File: src/rtl/atom_npu_pkg.sv
// Shared types and helpers for the atom NPU dot-product core.
// The ATOM_NPU_RELU_EN macro is consumed by atom_npu_requant.
package atom_npu_pkg;

  typedef enum logic [1:0] {
    IDLE,
    ACCUM,
    RESULT,
    DONE
  } state_t;

  function automatic int clog2(input int value);
    int r;
    r = 0;
    for (int v = value - 1; v > 0; v = v >> 1) r++;
    return r;
  endfunction

  // The accumulator is sized so that LEN worst-case products can never overflow it.
  function automatic int acc_width(input int data_w, input int weight_w, input int len);
    return data_w + weight_w + clog2(len) + 1;
  endfunction

  function automatic longint sat_max(input int w);
    return (64'sd1 <<< (w - 1)) - 64'sd1;
  endfunction

  function automatic longint sat_min(input int w);
    return -(64'sd1 <<< (w - 1));
  endfunction

endpackage

File: src/rtl/atom_npu_requant.sv
// Combinational requantiser: arithmetic right shift, optional ReLU, signed saturation.
// Define ATOM_NPU_RELU_EN to clamp negative results to zero.
module atom_npu_requant
  import atom_npu_pkg::*;
#(
  parameter int ACC_W = 11,
  parameter int OUT_W = 8,
  parameter int SHIFT = 0
) (
  input  logic signed [ACC_W-1:0] acc,
  output logic        [OUT_W-1:0] out_data,
  output logic                    out_sat
);

`ifdef ATOM_NPU_RELU_EN
  localparam bit RELU = 1'b1;
`else
  localparam bit RELU = 1'b0;
`endif

  // One bit wider than either operand so the range compare is exact for any ACC_W/OUT_W pair.
  localparam int CMP_W = ((ACC_W > OUT_W) ? ACC_W : OUT_W) + 1;
  localparam logic signed [CMP_W-1:0] MAX_V = CMP_W'(sat_max(OUT_W));
  localparam logic signed [CMP_W-1:0] MIN_V = CMP_W'(sat_min(OUT_W));

  logic signed [ACC_W-1:0] shifted;
  logic signed [CMP_W-1:0] s;

  assign shifted = acc >>> SHIFT;
  assign s       = CMP_W'(shifted);

  // NOTE: every output gets a default first so no path through the block can infer a latch.
  always_comb begin
    out_data = s[OUT_W-1:0];
    out_sat  = 1'b0;
    if (RELU && (s < 0)) begin
      out_data = '0;
    end else if (s > MAX_V) begin
      out_data = MAX_V[OUT_W-1:0];
      out_sat  = 1'b1;
    end else if (s < MIN_V) begin
      out_data = MIN_V[OUT_W-1:0];
      out_sat  = 1'b1;
    end
  end

endmodule

File: src/rtl/atom_npu_mac.sv
// Streaming signed dot-product core with full-precision accumulation and requantised output.
// Optional ReLU in the requantiser is enabled by defining ATOM_NPU_RELU_EN.
module atom_npu_mac
  import atom_npu_pkg::*;
#(
  parameter int DATA_W   = 4,
  parameter int WEIGHT_W = 4,
  parameter int LEN      = 4,
  parameter int OUT_W    = 8,
  parameter int SHIFT    = 0
) (
  input  logic                clk,
  input  logic                rst,
  input  logic                start,
  input  logic                in_valid,
  output logic                in_ready,
  input  logic [DATA_W-1:0]   in_data,
  input  logic [WEIGHT_W-1:0] in_weight,
  output logic                out_valid,
  input  logic                out_ready,
  output logic [OUT_W-1:0]    out_data,
  output logic                out_sat,
  output logic                busy
);

  localparam int ACC_W = acc_width(DATA_W, WEIGHT_W, LEN);
  localparam int CNT_W = (LEN > 1) ? clog2(LEN) : 1;
  localparam logic [CNT_W-1:0] LAST = CNT_W'(LEN - 1);

  state_t                  state, state_next;
  logic signed [ACC_W-1:0] acc, product;
  logic        [CNT_W-1:0] cnt;
  logic        [OUT_W-1:0] rq_data;
  logic                    rq_sat;
  logic                    beat;

  assign beat    = in_valid && in_ready;
  assign product = ACC_W'($signed(in_data)) * ACC_W'($signed(in_weight));

  atom_npu_requant #(
    .ACC_W (ACC_W),
    .OUT_W (OUT_W),
    .SHIFT (SHIFT)
  ) u_requant (
    .acc      (acc),
    .out_data (rq_data),
    .out_sat  (rq_sat)
  );

  always_comb begin
    state_next = state;
    in_ready   = 1'b0;
    out_valid  = 1'b0;
    busy       = (state != IDLE);
    case (state)
      IDLE:    if (start) state_next = ACCUM;
      ACCUM: begin
        in_ready = 1'b1;
        if (beat && (cnt == LAST)) state_next = RESULT;
      end
      RESULT:  state_next = DONE;
      DONE: begin
        out_valid = 1'b1;
        if (out_ready) state_next = IDLE;
      end
      default: state_next = IDLE;
    endcase
  end

  // NOTE: sequential state uses non-blocking assignments so every register samples pre-edge values.
  always_ff @(posedge clk) begin
    if (rst) state <= IDLE;
    else     state <= state_next;
  end

  // NOTE: all datapath registers are plain flops and are reset; there is no memory array here.
  always_ff @(posedge clk) begin
    if (rst) begin
      acc      <= '0;
      cnt      <= '0;
      out_data <= '0;
      out_sat  <= 1'b0;
    end else begin
      case (state)
        IDLE: if (start) begin
          acc <= '0;
          cnt <= '0;
        end
        ACCUM: if (beat) begin
          acc <= acc + product;
          cnt <= cnt + 1'b1;
        end
        RESULT: begin
          out_data <= rq_data;
          out_sat  <= rq_sat;
        end
        default: ;
      endcase
    end
  end

endmodule

File: config.mk
export PLATFORM = sky130hd
export DESIGN_NAME = atom_npu_mac
export DESIGN_NICKNAME = d
export VERILOG_FILES = /design/src/rtl/atom_npu_pkg.sv /design/src/rtl/atom_npu_requant.sv /design/src/rtl/atom_npu_mac.sv
export SDC_FILE = /design/constraint.sdc
export NUM_CORES = 1
export LEC_CHECK = 0
export ABC_CLOCK_PERIOD_IN_PS = 4800
export BUFFER_PORTS_ARGS = -buffer_cell sky130_fd_sc_hd__buf_2
export CORE_AREA = 2 2 74 76
export CTS_CLUSTER_SIZE = 12
export DETAILED_ROUTE_END_ITERATION = 10
export DIE_AREA = 0 0 76 78
export GPL_TIMING_DRIVEN = 0
export REMOVE_ABC_BUFFERS = 1
export SETUP_SLACK_MARGIN = 0.1
export SLEW_MARGIN = 20
export SYNTH_ARGS = -nofsm -noshare
export SYNTH_HDL_FRONTEND = slang
export SYNTH_SLANG_ARGS = --single-unit
File: constraint.sdc
create_clock -name clk -period 4.8 [get_ports clk]
set_clock_uncertainty 0.15 [all_clocks]
set_input_delay 0.72 -clock clk [delete_from_list [all_inputs] [get_ports clk]]
set_output_delay 0.72 -clock clk [all_outputs]
set_load 0.02 [all_outputs]
======== Yosys cells after proc, flatten, opt, wreduce, memory -nomap -nowiden ========
Cells that the tools add are included.
storage, ports and cells
  word-level logic and storage cells ...... 41
  register bits after elaboration ......... 24
  input port bits ......................... 13
  output and inout bits ................... 12
operators by class
  mux-type cells .......................... 16
  magnitude comparators ................... 2
  add/sub/neg operators ................... 2
  multiply operators ...................... 1
  reductions and logical operators ........ 7
  eq/ne operators ......................... 8
operator list
  cell                                                                    number
  11-bit two-way mux                                                      2
  11-bit one-hot mux with 2 select lines                                  1
  8-bit two-way mux                                                       2
  11-bit by 8-bit adder with 11-bit output                                1
  11-bit by 8-bit > comparator with 1-bit output (second input constant)  1
  11-bit by 8-bit < comparator with 1-bit output (second input constant)  1
  2-bit two-way mux                                                       5
  4-bit by 4-bit multiplier with 8-bit output                             1
  2-bit != test (second input constant)                                   4
  2-bit one-hot mux with 4 select lines                                   1
  2-bit == test (second input constant)                                   3
  3-bit AND reduction                                                     2
  1-bit two-way mux                                                       4
  2-bit one-hot mux with 2 select lines                                   1
  2-bit nonzero test                                                      2
  2-bit by 1-bit adder with 2-bit output (second input constant)          1
  2-bit by 1-bit == test with 1-bit output (second input constant)        1
  1-bit logical AND                                                       2
  2-bit logical NOT                                                       1

======== Logic depth before layout (Yosys ltp) ========
  depth after elaboration ................. 6
  depth in mapped cells ................... 14
  mapped depth without buffers ............ 14

======== Hierarchy ========
A second synthesis with hierarchy kept.
second synthesis, totals
  cells, all modules ...................... 278
  area total of the unflattened synthesis .. 2,406.1 µm²
by module, submodules not included
  module            area an instance (µm²)  sequential area each (µm²)  times used  cells an instance
  atom_npu_mac      2,204.6                 480.5                       1           248
  atom_npu_requant  201.4                   0.0                         1           30

======== Least setup slack after synthesis ========
OpenSTA, ideal clock, no wires.
  path type ............................... input to register
  start ................................... input port in_weight[1]
  end ..................................... register acc[8]
  data required time ...................... 4,533 ps
  setup slack ............................. 762 ps
  data arrival time ....................... 3,770 ps
  stages .................................. 12
  cells stage by stage .................... and2_1 fa_1 fa_1 inv_1 fa_1 inv_1 ha_1 o21ai_1 a21oi_1 o21a_1 or3_1 a32o_1
on the way
  word-level cells in the longest chain between the ends .. 4
RTL lines
  element                                      line                source
  start: declaration                           atom_npu_mac.sv:18  input logic [WEIGHT_W-1:0] in_weight,
  4-bit by 4-bit multiplier with 8-bit output  atom_npu_mac.sv:38  assign product = ACC_W'($signed(in_data)) * ACC_W'($signed(in_weight));
  11-bit by 8-bit adder with 11-bit output     atom_npu_mac.sv:90  acc <= acc + product;
  11-bit two-way mux                           atom_npu_mac.sv:89  ACCUM: if (beat) begin
  11-bit one-hot mux with 2 select lines       atom_npu_mac.sv:84  case (state)
  end signal: assignment                       atom_npu_mac.sv:90
  end: declaration                             atom_npu_mac.sv:31  logic signed [ACC_W-1:0] acc, product;
No other way between the ends. The select of a mux whose other input is x is not followed.
A chain may end at the register's enable or synchronous reset.

======== Worst setup path in the final report ========
  start ................................... input port in_weight[0]
  end ..................................... register acc[10]
Same word-level chain as after synthesis.

==> flow_metrics.env <==
export IMPL_crit_type="input pin to register"
export IMPL_slew_headroom_pct=53.74
export IMPL_wl_per_cell_um=11.41
export IMPL_hp_class="register to register"
export IMPL_clock_latency_ps=260
export IMPL_async_reset_ff_share_pct=0
export IMPL_max_freq_ghz=0.2399
export IMPL_drtAntennaViolNets=0
export IMPL_fillers=486
export IMPL_drc_errors=0
export IMPL_reg2regPathDepth=10
export IMPL_cp_arrival_ps=4170
export IMPL_synthFlopType="dfxtp_1"
export IMPL_pre_cts_ws_ps=366.8
export IMPL_vdd_drop_max_uv=207.4
export IMPL_power_frac_seq_pct=25.6
export IMPL_regArea_sq_um=480.5
export IMPL_ys_seq_area_share_pct=21.74
export IMPL_grt_use_total_pct=14.49
export IMPL_wirelength_um=3937
export IMPL_yosysWarnings=0
export IMPL_die_h_um=78
export IMPL_setup_ws_ps=631.7
export IMPL_cts_resized=0
export IMPL_grt_max_degree=23
export IMPL_drt_initial_drc_count=34
export IMPL_grt_ovfl_total=0
export IMPL_pwr_share_clk_pct=10.9
export IMPL_p_int_w=0.0005637
export IMPL_rows=26
export IMPL_drt_pass1_iter_count=4
export IMPL_timing_rr_end="acc[10]"
export IMPL_antenna_found_initial=0
export IMPL_start_util_pct=43.82
export IMPL_io_buffers=24
export IMPL_h_tree_depth=1
export IMPL_drv_cap=0
export IMPL_nNetsFinal=339
export IMPL_clock_path_buffers=2
export IMPL_grt_pass1_wl_um=7100
export IMPL_finalWorstPathRequiredPeriod_ps=4168
export IMPL_coreArea_sq_mm=0.005042
export IMPL_synth_most_common_cell="inv_1"
export IMPL_power_frac_comb_pct=63.5
export IMPL_critical_path_startpoint="in_weight[0]"
export IMPL_p_leak_nw=1.175
export IMPL_setup_worst_path_start_class="input pin"
export IMPL_grt_pass1_vias=1619
export IMPL_routed_via_density=4.803
export IMPL_swShare_pct=46.40
export IMPL_crit_fanout=8
export IMPL_gr_max_usage_layer="met2"
export IMPL_power_density_mw_per_mm2=431.8
export IMPL_die_w_um=76
export IMPL_post_cts_setup_buffer_count=0
export IMPL_grt_setup_unrepaired="no"
export IMPL_die_area_sq_mm=0.005928
export IMPL_pin_count=25
export IMPL_worst_slew_pin_slew_ps=687.7
export IMPL_netlist_instances=253
export IMPL_antenna_cells=0
export IMPL_vias=1657
export IMPL_period_share_pct=86.84
export IMPL_drive_above_1_share_pct=12.00
export IMPL_p_sw_w=0.0004881
export IMPL_dp_hpwl_um=3365
export IMPL_ys_ff_latch=24
export IMPL_area_growth_pct=10.25
export IMPL_r2r_start="acc[3]"
export IMPL_avgSynthCellArea_sq_um=8.734
export IMPL_grt_use_met2_pct=26.34
export IMPL_cts_tree="yes"
export IMPL_place_gp_congestion=0.7998
export IMPL_synthTopCellsByArea="dfxtp_1, fa_1, ha_1"
export IMPL_synth_largest_area_cell="dfxtp_1"
export IMPL_min_path_cells=2
export IMPL_globalRouteMet3Util_pct=2.442
export IMPL_synth_common_cells="inv_1, ha_1, dfxtp_1, fa_1"
export IMPL_clk_pin_slew_worst_paths_ps=70
export IMPL_reg2reg_slack_ps=1180
export IMPL_synth_area_sq_mm=0.002210
export IMPL_use_met1_pct=18.48
export IMPL_cts_root_buffer="clkbuf_8"
export IMPL_finalHoldViolCount=0
export IMPL_synth_top_cell_area_share_pct=21.74
export IMPL_end_kind="register"
export IMPL_multi_input_area_sq_mm=0.001538
export IMPL_cts_hold_buffers=0
export IMPL_endpoint="acc[10]"
export IMPL_cts_sinks=24
export IMPL_cts_buffers=3
export IMPL_status="finished, final reports clean"
export IMPL_required_ps=4810
export IMPL_fin_tns_setup_ps=0
export IMPL_synth_cell_types=39
export IMPL_setup_viol=0
export IMPL_slew_violations=0
export IMPL_synth_edf_count=0
[logic make-up after synthesis]
family,synth area share (%)
adders and majority gates,34.54
and+or+nand+nor,16.14
xor gates and xnor gates,3.171
buffers and inverters,8.663
AOI/OAI and AO/OA,13.82
DFF,21.74
muxes,1.925
[flip-flops by register name (all words and copies together), names as in the netlist]
register / cells
acc: 11
out_data: 8
state: 2
cnt: 2
out_sat: 1
[worst min path at each step]
stage                startpoint  slack [ps]          end
floorplan                cnt[1]         280       cnt[1]
global placement         cnt[1]         290       cnt[1]
detailed placement  out_data[1]         300  out_data[1]
CTS                 out_data[1]         320  out_data[1]
global route        out_data[2]         350  out_data[2]
finish              out_data[3]         310  out_data[3]
[cells in the final DEF (no fill, tap or decap), types with 2 or more instances in the layout]
cell	instances
a21o_1	2
and2_1	10
a22o_1	2
xnor2_1	6
nand3_1	5
xor2_1	2
inv_1	45
clkbuf_8	3
a21oi_1	18
buf_2	24
mux2i_1	2
o21ai_0	12
nor3_1	3
mux2_2	2
nand2_1	14
fa_1	20
ha_1	29
a211oi_1	3
nand2b_1	10
dfxtp_1	24
a22oi_1	2
nor2b_1	3
nor2_1	18
[per-layer routing]
layer / wire [um] / vias up
met5: 0 / -
met4: 24 / 0
met3: 94 / 4
met2: 1953 / 18
met1: 1865 / 772
li1: - / 863
[worst max-delay path: stages]
cell      delay, ps
buf_2           110
and2_1          370
fa_1            480
inv_1            70
fa_1            430
fa_1            540
fa_1            470
nand2b_1        180
a21oi_1         260
o21ai_0         170
xor2_1          170
a22o_1          200
[power by group through the flow]
stage | Clock [W] | Combinational, W | Sequential (W)
2_1_floorplan | 0 | 0.000529 | 0.000277
3_3_place_gp | 0 | 0.000671 | 0.000276
3_5_place_dp | 0 | 0.000676 | 0.000276
4_1_cts | 0.000119 | 0.000680 | 0.000271
5_1_grt | 0.000130 | 0.000774 | 0.000276
6_report | 0.000114 | 0.000668 | 0.000270
[layout make-up]
type | instances | share of cell area (%)
clock buffers | 3 | 1.695
inverters | 45 | 6.934
multi-input cells | 179 | 63.12
flip-flops and latches | 24 | 19.72
well taps | 70 | 3.595
repair buffers | 24 | 4.931
[stage by stage]
stage / utilization, % / hold slack, ps / cell area, sq um / instances / total power [W]
2_1_floorplan: - / 279.5 / 2187 / 248 / 0.0008053
3_3_place_gp: 47.49 / 293.8 / 2395 / 342 / 0.0009465
3_5_place_dp: 47.49 / 304.8 / 2395 / 342 / 0.0009522
4_1_cts: 48.31 / 318.6 / 2436 / 345 / 0.001070
5_1_grt: 48.31 / 346.8 / 2436 / 345 / 0.001180
6_report: 48.31 / 314.9 / 2436 / 345 / 0.001052
No activity file was read; power rests on OpenSTA's default activity.
